**config.mk**
```make
export PLATFORM = sky130hd
export DESIGN_NAME = pep_regf_rd_arbiter
export DESIGN_NICKNAME = d
export VERILOG_FILES = /design/src/rtl/pep_regf_rd_arbiter.sv
export SDC_FILE = /design/constraint.sdc
export NUM_CORES = 1
export LEC_CHECK = 0
export ABC_AREA = 1
export BUFFER_PORTS_ARGS = -buffer_cell sky130_fd_sc_hd__clkbuf_2
export CAP_MARGIN = 25
export CORE_AREA = 4 4 248 250
export CTS_BUF_LIST = sky130_fd_sc_hd__clkbuf_2
export DETAILED_ROUTE_END_ITERATION = 12
export DIE_AREA = 0 0 252 254
export HOLD_SLACK_MARGIN = 0.12
export MAX_ROUTING_LAYER = met4
export PLACE_DENSITY = 0.41
export SLEW_MARGIN = 15
export SYNTH_ARGS = -nofsm -noshare
export SYNTH_HDL_FRONTEND = slang
export SYNTH_SLANG_ARGS = --single-unit
```
**constraint.sdc**
```tcl
create_clock -name clk -period 3.4 [get_ports clk]
set_input_delay 0.34 -clock clk [delete_from_list [all_inputs] [get_ports clk]]
set_output_delay 0.34 -clock clk [all_outputs]
set_load 0.02 [all_outputs]
```
**src/rtl/pep_regf_rd_arbiter.sv**
```systemverilog
// ============================================================================
// Module   : pep_regf_rd_arbiter
// Brief    : Two-requester arbiter for the PE_PBS regfile read port, with an
//            in-order tag FIFO steering returned words to their owner.
//            Define PEP_REGF_ARB_PRIO_EN for fixed priority (requester 0 wins).
// Revision : 1.0
// ============================================================================
`default_nettype none

module pep_regf_rd_arbiter #(
    parameter int REQ_W       = 32,
    parameter int COEF_NB     = 8,
    parameter int DATA_W      = 32,
    parameter int OUTST_DEPTH = 4
) (
    input  logic                        clk,
    input  logic                        s_rst_n,
    input  logic [1:0]                  req_vld,
    output logic [1:0]                  req_rdy,
    input  logic [2*REQ_W-1:0]          req,
    output logic                        arb_req_vld,
    input  logic                        arb_req_rdy,
    output logic [REQ_W-1:0]            arb_req,
    input  logic [COEF_NB-1:0]          rsp_avail,
    input  logic [COEF_NB*DATA_W-1:0]   rsp_data,
    input  logic                        rsp_last_word,
    output logic [2*COEF_NB-1:0]        out_avail,
    output logic [COEF_NB*DATA_W-1:0]   out_data,
    output logic [1:0]                  out_last_word,
    output logic                        err_unexp_rsp
);

    localparam int PTR_W = $clog2(OUTST_DEPTH);
    localparam int CNT_W = PTR_W + 1;

    logic                   lock;
    logic                   lock_sel;
    logic                   last_grant;
    logic                   sel;
    logic [OUTST_DEPTH-1:0] tag_mem;
    logic [PTR_W-1:0]       wr_ptr;
    logic [PTR_W-1:0]       rd_ptr;
    logic [CNT_W-1:0]       count;
    logic                   fifo_full;
    logic                   fifo_empty;
    logic                   push;
    logic                   pop;
    logic                   head;

    assign fifo_full  = (count == CNT_W'(OUTST_DEPTH));
    assign fifo_empty = (count == '0);
    assign head       = tag_mem[rd_ptr];

    // A stalled request keeps its owner so the regfile sees a stable request.
    always_comb begin
        if (lock) begin
            sel = lock_sel;
        end else begin
`ifdef PEP_REGF_ARB_PRIO_EN
            sel = ~req_vld[0] & req_vld[1];
`else
            if (req_vld == 2'b11) begin
                sel = ~last_grant;
            end else begin
                sel = ~req_vld[0] & req_vld[1];
            end
`endif
        end
    end

    always_comb begin
        req_rdy      = 2'b00;
        req_rdy[sel] = arb_req_rdy & ~fifo_full;
    end

    assign arb_req_vld = req_vld[sel] & ~fifo_full;
    assign arb_req     = sel ? req[2*REQ_W-1:REQ_W] : req[REQ_W-1:0];
    assign push        = arb_req_vld & arb_req_rdy;
    assign pop         = rsp_avail[0] & rsp_last_word & ~fifo_empty;

    always_ff @(posedge clk) begin
        if (!s_rst_n) begin
            lock          <= 1'b0;
            lock_sel      <= 1'b0;
            last_grant    <= 1'b1;
            tag_mem       <= '0;
            wr_ptr        <= '0;
            rd_ptr        <= '0;
            count         <= '0;
            out_avail     <= '0;
            out_data      <= '0;
            out_last_word <= 2'b00;
            err_unexp_rsp <= 1'b0;
        end else begin
            if (push) begin
                tag_mem[wr_ptr] <= sel;
                wr_ptr          <= wr_ptr + 1'b1;
                last_grant      <= sel;
                lock            <= 1'b0;
            end else if (arb_req_vld) begin
                lock     <= 1'b1;
                lock_sel <= sel;
            end

            if (pop) begin
                rd_ptr <= rd_ptr + 1'b1;
            end

            case ({push, pop})
                2'b10:   count <= count + 1'b1;
                2'b01:   count <= count - 1'b1;
                default: count <= count;
            endcase

            // Responses arriving with no outstanding tag are dropped and flagged.
            if (fifo_empty) begin
                out_avail <= '0;
            end else if (head) begin
                out_avail <= {rsp_avail, {COEF_NB{1'b0}}};
            end else begin
                out_avail <= {{COEF_NB{1'b0}}, rsp_avail};
            end

            if (rsp_avail[0]) begin
                out_data <= rsp_data;
            end

            out_last_word       <= 2'b00;
            out_last_word[head] <= pop;
            err_unexp_rsp       <= rsp_avail[0] & fifo_empty;
        end
    end

endmodule

`default_nettype wire
```
==> results of run 1 <==
## Yosys cell counts (2+ instances only)
| cell type | count | area, sq um |
|---|---|---|
| inv_1 | 25 | 93.8 |
| buf_6 | 25 | 282 |
| nand2_1 | 105 | 394 |
| o21ai_0 | 263 | 1320 |
| buf_2 | 12 | 60.1 |
| buf_4 | 6 | 45.0 |
| o21bai_1 | 4 | 30.0 |
| nand2_2 | 3 | 18.8 |
| nor3_1 | 2 | 10.0 |
| clkbuf_1 | 50 | 188 |
| nand3_2 | 3 | 30.0 |
| ha_1 | 5 | 62.6 |
| nand3_1 | 6 | 30.0 |
| nor2_1 | 542 | 2030 |
| dfxtp_1 | 289 | 5790 |
| o21ai_2 | 2 | 17.5 |
| a21oi_1 | 9 | 45.0 |
## logic make-up after synthesis
logic type      synth area share, %
buf+inv                        6.49
fa+ha+maj                     0.782
flops                          54.8
compound gates                 13.6
simple gates                   24.4
## through the flow
step	instances	setup slack (ns)	hold slack, ns	instance area (sq um)
3_5_place_dp	2697	1.22	0.473	14300
3_3_place_gp	2697	1.16	0.468	14300
2_1_floorplan	1365	1.43	0.446	10600
==> flow_metrics.tcl, run 1 <==
set metrics [dict create \
    outcome "aborted with a tool error" \
    lastStage "clock tree synthesis (4_1_cts)" \
    tool.error "[ERROR RSZ-0060] Max buffer count reached." \
    ctsHoldBuffers 570 \
    root_buffer "clkbuf_2" \
    fp-row-count 89 \
    synth_area_per_cell_sq_um 7.74 \
    async_flop_share_pct 0 \
    clk_path_buf_depth 3 \
    ys_ff_latch 289 \
    cts_buffers 83 \
    die_h_um 254 \
    yosys_warnings 0 \
    routabilityCongestion 0.803 \
    synth_nets 1705 \
    ios 644 \
    cts_sinks 289 \
    dpl.hpwl_um 30800 \
    synthCells 1365 \
    synth.cell_area_sq_um 10600 \
    io_buffers 643 \
    ys_seq_area_share_pct 54.8 \
    ctsResizeCount 0 \
    synth-edff-count 0 \
    post_cts_buffers 0 \
    start_util_pct 17.9 \
    synthDistinctLibCells 31 \
    clock_tree.htree_level_count 3 \
    synth_flop_cell "dfxtp_1" \
    die_x_um 252 \
]
==> run 2: changes to the inputs <==
- CORE_AREA: 4 4 248 250 -> 4 4 246 248
- CTS_BUF_LIST: sky130_fd_sc_hd__clkbuf_2 -> unset
- DIE_AREA: 0 0 252 254 -> 0 0 250 252
- HOLD_SLACK_MARGIN: 0.12 -> unset
- MAX_ROUTING_LAYER: met4 -> unset
- PLACE_DENSITY: 0.41 -> unset
- PLACE_DENSITY_LB_ADDON: unset -> 0.15
==> flow_metrics.tcl, run 2 <==
set metrics [dict create \
    routabilityCongestion 0.966 \
    layout_common_cells "641 x clkbuf_2, 542 x nor2_1, 289 x dfxtp_1" \
    synth_commonest_cells "542 x nor2_1, 289 x dfxtp_1, 263 x o21ai_0" \
    cts_sinks 289 \
    dp_slack_ns 1.05 \
    r2r_end "count[2]$_SDFFE_PN0P_" \
    synth-simple-area-share_pct 24.4 \
    cp.arrival_ns 2.29 \
    power_density_nw_per_um2 570 \
    ff2ff_setup_slack_ns 1.19 \
    io_buffers 643 \
    root_buffer "clkbuf_16" \
    yosys.area.top_type "dfxtp_1" \
    top_register "out_data" \
    synth.cell_area_sq_um 10600 \
    yosysMostFrequentCell "nor2_1" \
    vias 11300 \
    clk_pin_slew_ns 0.06 \
    yosys_warnings 0 \
    ant_nets 0 \
    first_iter_violations 543 \
    reg_top3 "out_data: 256 flops, out_avail: 16 flops, tag_mem: 4 flops" \
    start_util_pct 18.1 \
    ff2ff_path_depth 10 \
    drtPass1Iterations 5 \
    die_h_um 252 \
    setup-violations-final 0 \
    p_total_mw 9.36 \
    clock_tree.htree_level_count 2 \
    synth-xor-area-share_pct 0 \
    finalWorstSetupSlack_ns 0.766 \
    ctsResizeCount 0 \
    synthCells 1365 \
    outcome "completed" \
    ys_ff_latch 289 \
    clock_skew_ns 0.00854 \
    final_common_cell "clkbuf_2" \
    drc 0 \
    synthAdderAreaFrac_pct 0.782 \
    cts_buffers 38 \
    period_needed_ns 2.63 \
    ys_seq_area_share_pct 54.8 \
    ir_worst_vdd_uv 272 \
    cts_tree "yes" \
    wirelength_um 44400 \
    cp_data_required_time_ns 3.06 \
    wl_per_cell_um 15.6 \
    synthTopCellsByArea "dfxtp_1 55%, nor2_1 19%, o21ai_0 12%" \
    grt_max_degree 145 \
    holdCritStartpoint "rsp_data[161]" \
    max_cap_violations 0 \
    tightest_slew_ns 0.973 \
    cp-start-kind "register" \
    synth_flop_cell "dfxtp_1" \
    fin_tns_setup_ns 0 \
    via_per_inst 3.98 \
    hold_viol_final 0 \
    synth_top_family_by_area "simple AND/OR/NAND/NOR gates" \
    p_leak_nw 8.19 \
    fin_nets 2386 \
    clkLatencyLatePin_ns 0.52 \
    core_sq_um 58500 \
    die_x_um 250 \
    post-place-cells 2695 \
    synth_mux_area_share_pct 0 \
    ios 644 \
    antenna_found_initial 2 \
    synth-edff-count 0 \
    fin_crit_sh_pct 77.5 \
    maxSlewHeadroom_pct 35.1 \
    synth_compound_area_share_pct 13.6 \
    synth_area_per_cell_sq_um 7.74 \
    synthDistinctLibCells 31 \
    dpl.hpwl_um 32200 \
    grt_pass1_wl_um 66200 \
    dieArea_sq_um 63000 \
    end_kind "output port" \
    clk_path_buf_depth 3 \
    rsz0062_at_grt "no" \
    hold_end "out_data[161]$_SDFFE_PN0P_" \
    grt_pass1_vias 11200 \
    cp_max_fo 38 \
    synth_top_area_share_pct 54.8 \
    timing.fmax_mhz 380 \
    area_delta_synth_final_pct 55.5 \
    track_usage_pct 13.1 \
    worstReg2RegStart "lock$_SDFFE_PP0N_" \
    whs_path_depth 3 \
    hp-class "primary input to register" \
    overflow 0 \
    synth_nets 1705 \
    fp-row-count 89 \
    final_cells 2847 \
    final_layout_size_suffix_gt1_share_pct 35.0 \
    largest_register_ffs 256 \
    slew_violations 0 \
    async_flop_share_pct 0 \
    critical_path_class "register to output port" \
]
==> run 2: cell counts after synthesis <==
No cell type changed its count.
==> run 2: timing repair <==
action                                  4_1_cts  5_1_grt
setup buffers                                 0        0
hold endpoints to repair                     85        0
endpoints found under the setup margin        0        0
hold buffers                                 84        0
==> run 2: critical path, stage by stage, from the launching register on <==
cell and delay [ns]:
dfxtp_1 0.33, inv_1 0.07, nand3_2 0.10, nand2_2 0.05
buf_4 0.24, inv_2 0.52, nand2_1 0.11, nand2_1 0.15
clkbuf_2 0.19
==> run 2: kinds of logic after synthesis <==
kind of cell             after synthesis
AND/OR/NAND/NOR                      667
flip-flops                           289
AO/OA/AOI/OAI                        281
buffers and inverters                122
adder cells (fa/ha/maj)                6
==> run 2: how the worst max path moves through the flow <==
| stage | start | to | slack, ns | depth (start not counted) |
|---|---|---|---|---|
| 6_report | lock$_SDFFE_PP0N_ | arb_req[17] | 0.77 | 8 |
| 5_1_grt | lock$_SDFFE_PP0N_ | arb_req[17] | 0.52 | 8 |
| 4_1_cts | lock$_SDFFE_PP0N_ | arb_req[17] | 0.69 | 8 |
| 3_5_place_dp | rsp_avail[0] | count[2]$_SDFFE_PN0P_ | 1.05 | 10 |
| 3_3_place_gp | rsp_avail[0] | count[2]$_SDFFE_PN0P_ | 0.94 | 10 |
| 2_1_floorplan | lock$_SDFFE_PP0N_ | count[2]$_SDFFE_PN0P_ | 1.43 | 11 |
==> run 2: power breakdown <==
part,total [mW],internal (mW),switching (mW)
clock network,4.10,2.55,1.55
registers,3.74,3.63,0.111
logic,1.52,0.550,0.968
==> run 2: layout make-up <==
cell class                      instances  area, sq um
Fill cell                            6501        42000
Sequential cell                       289         5790
Timing Repair Buffer                  735         4180
Multi-Input combinational cell        954         4100
Clock buffer                           57         1140
Tap cell                              773          967
Clock inverter                         10          138
Inverter                               28          113
Antenna cell                            1         2.50
==> run 2: per-stage QoR <==
stage / util, % / hold WS (ns) / area [sq um]
floorplan: - / 0.446 / 10600
finish: 28.1 / 0.0375 / 16400
global route: 28.1 / 0.00144 / 16400
detailed placement: 24.5 / 0.466 / 14300
CTS: 28.1 / 0.0000421 / 16400
global placement: 24.5 / 0.466 / 14300
==> run 2: layer usage <==
layer  global-route usage (%)  wire length [um]  vias to the layer above
met5                        0                27                        -
met4                     4.42              1320                        4
met3                     3.66              2920                       77
met2                     24.1             22800                      379
met1                     14.7             17300                     5166
li1                         -                 -                     5691
Note: power is estimated with default switching activity, not from simulation.
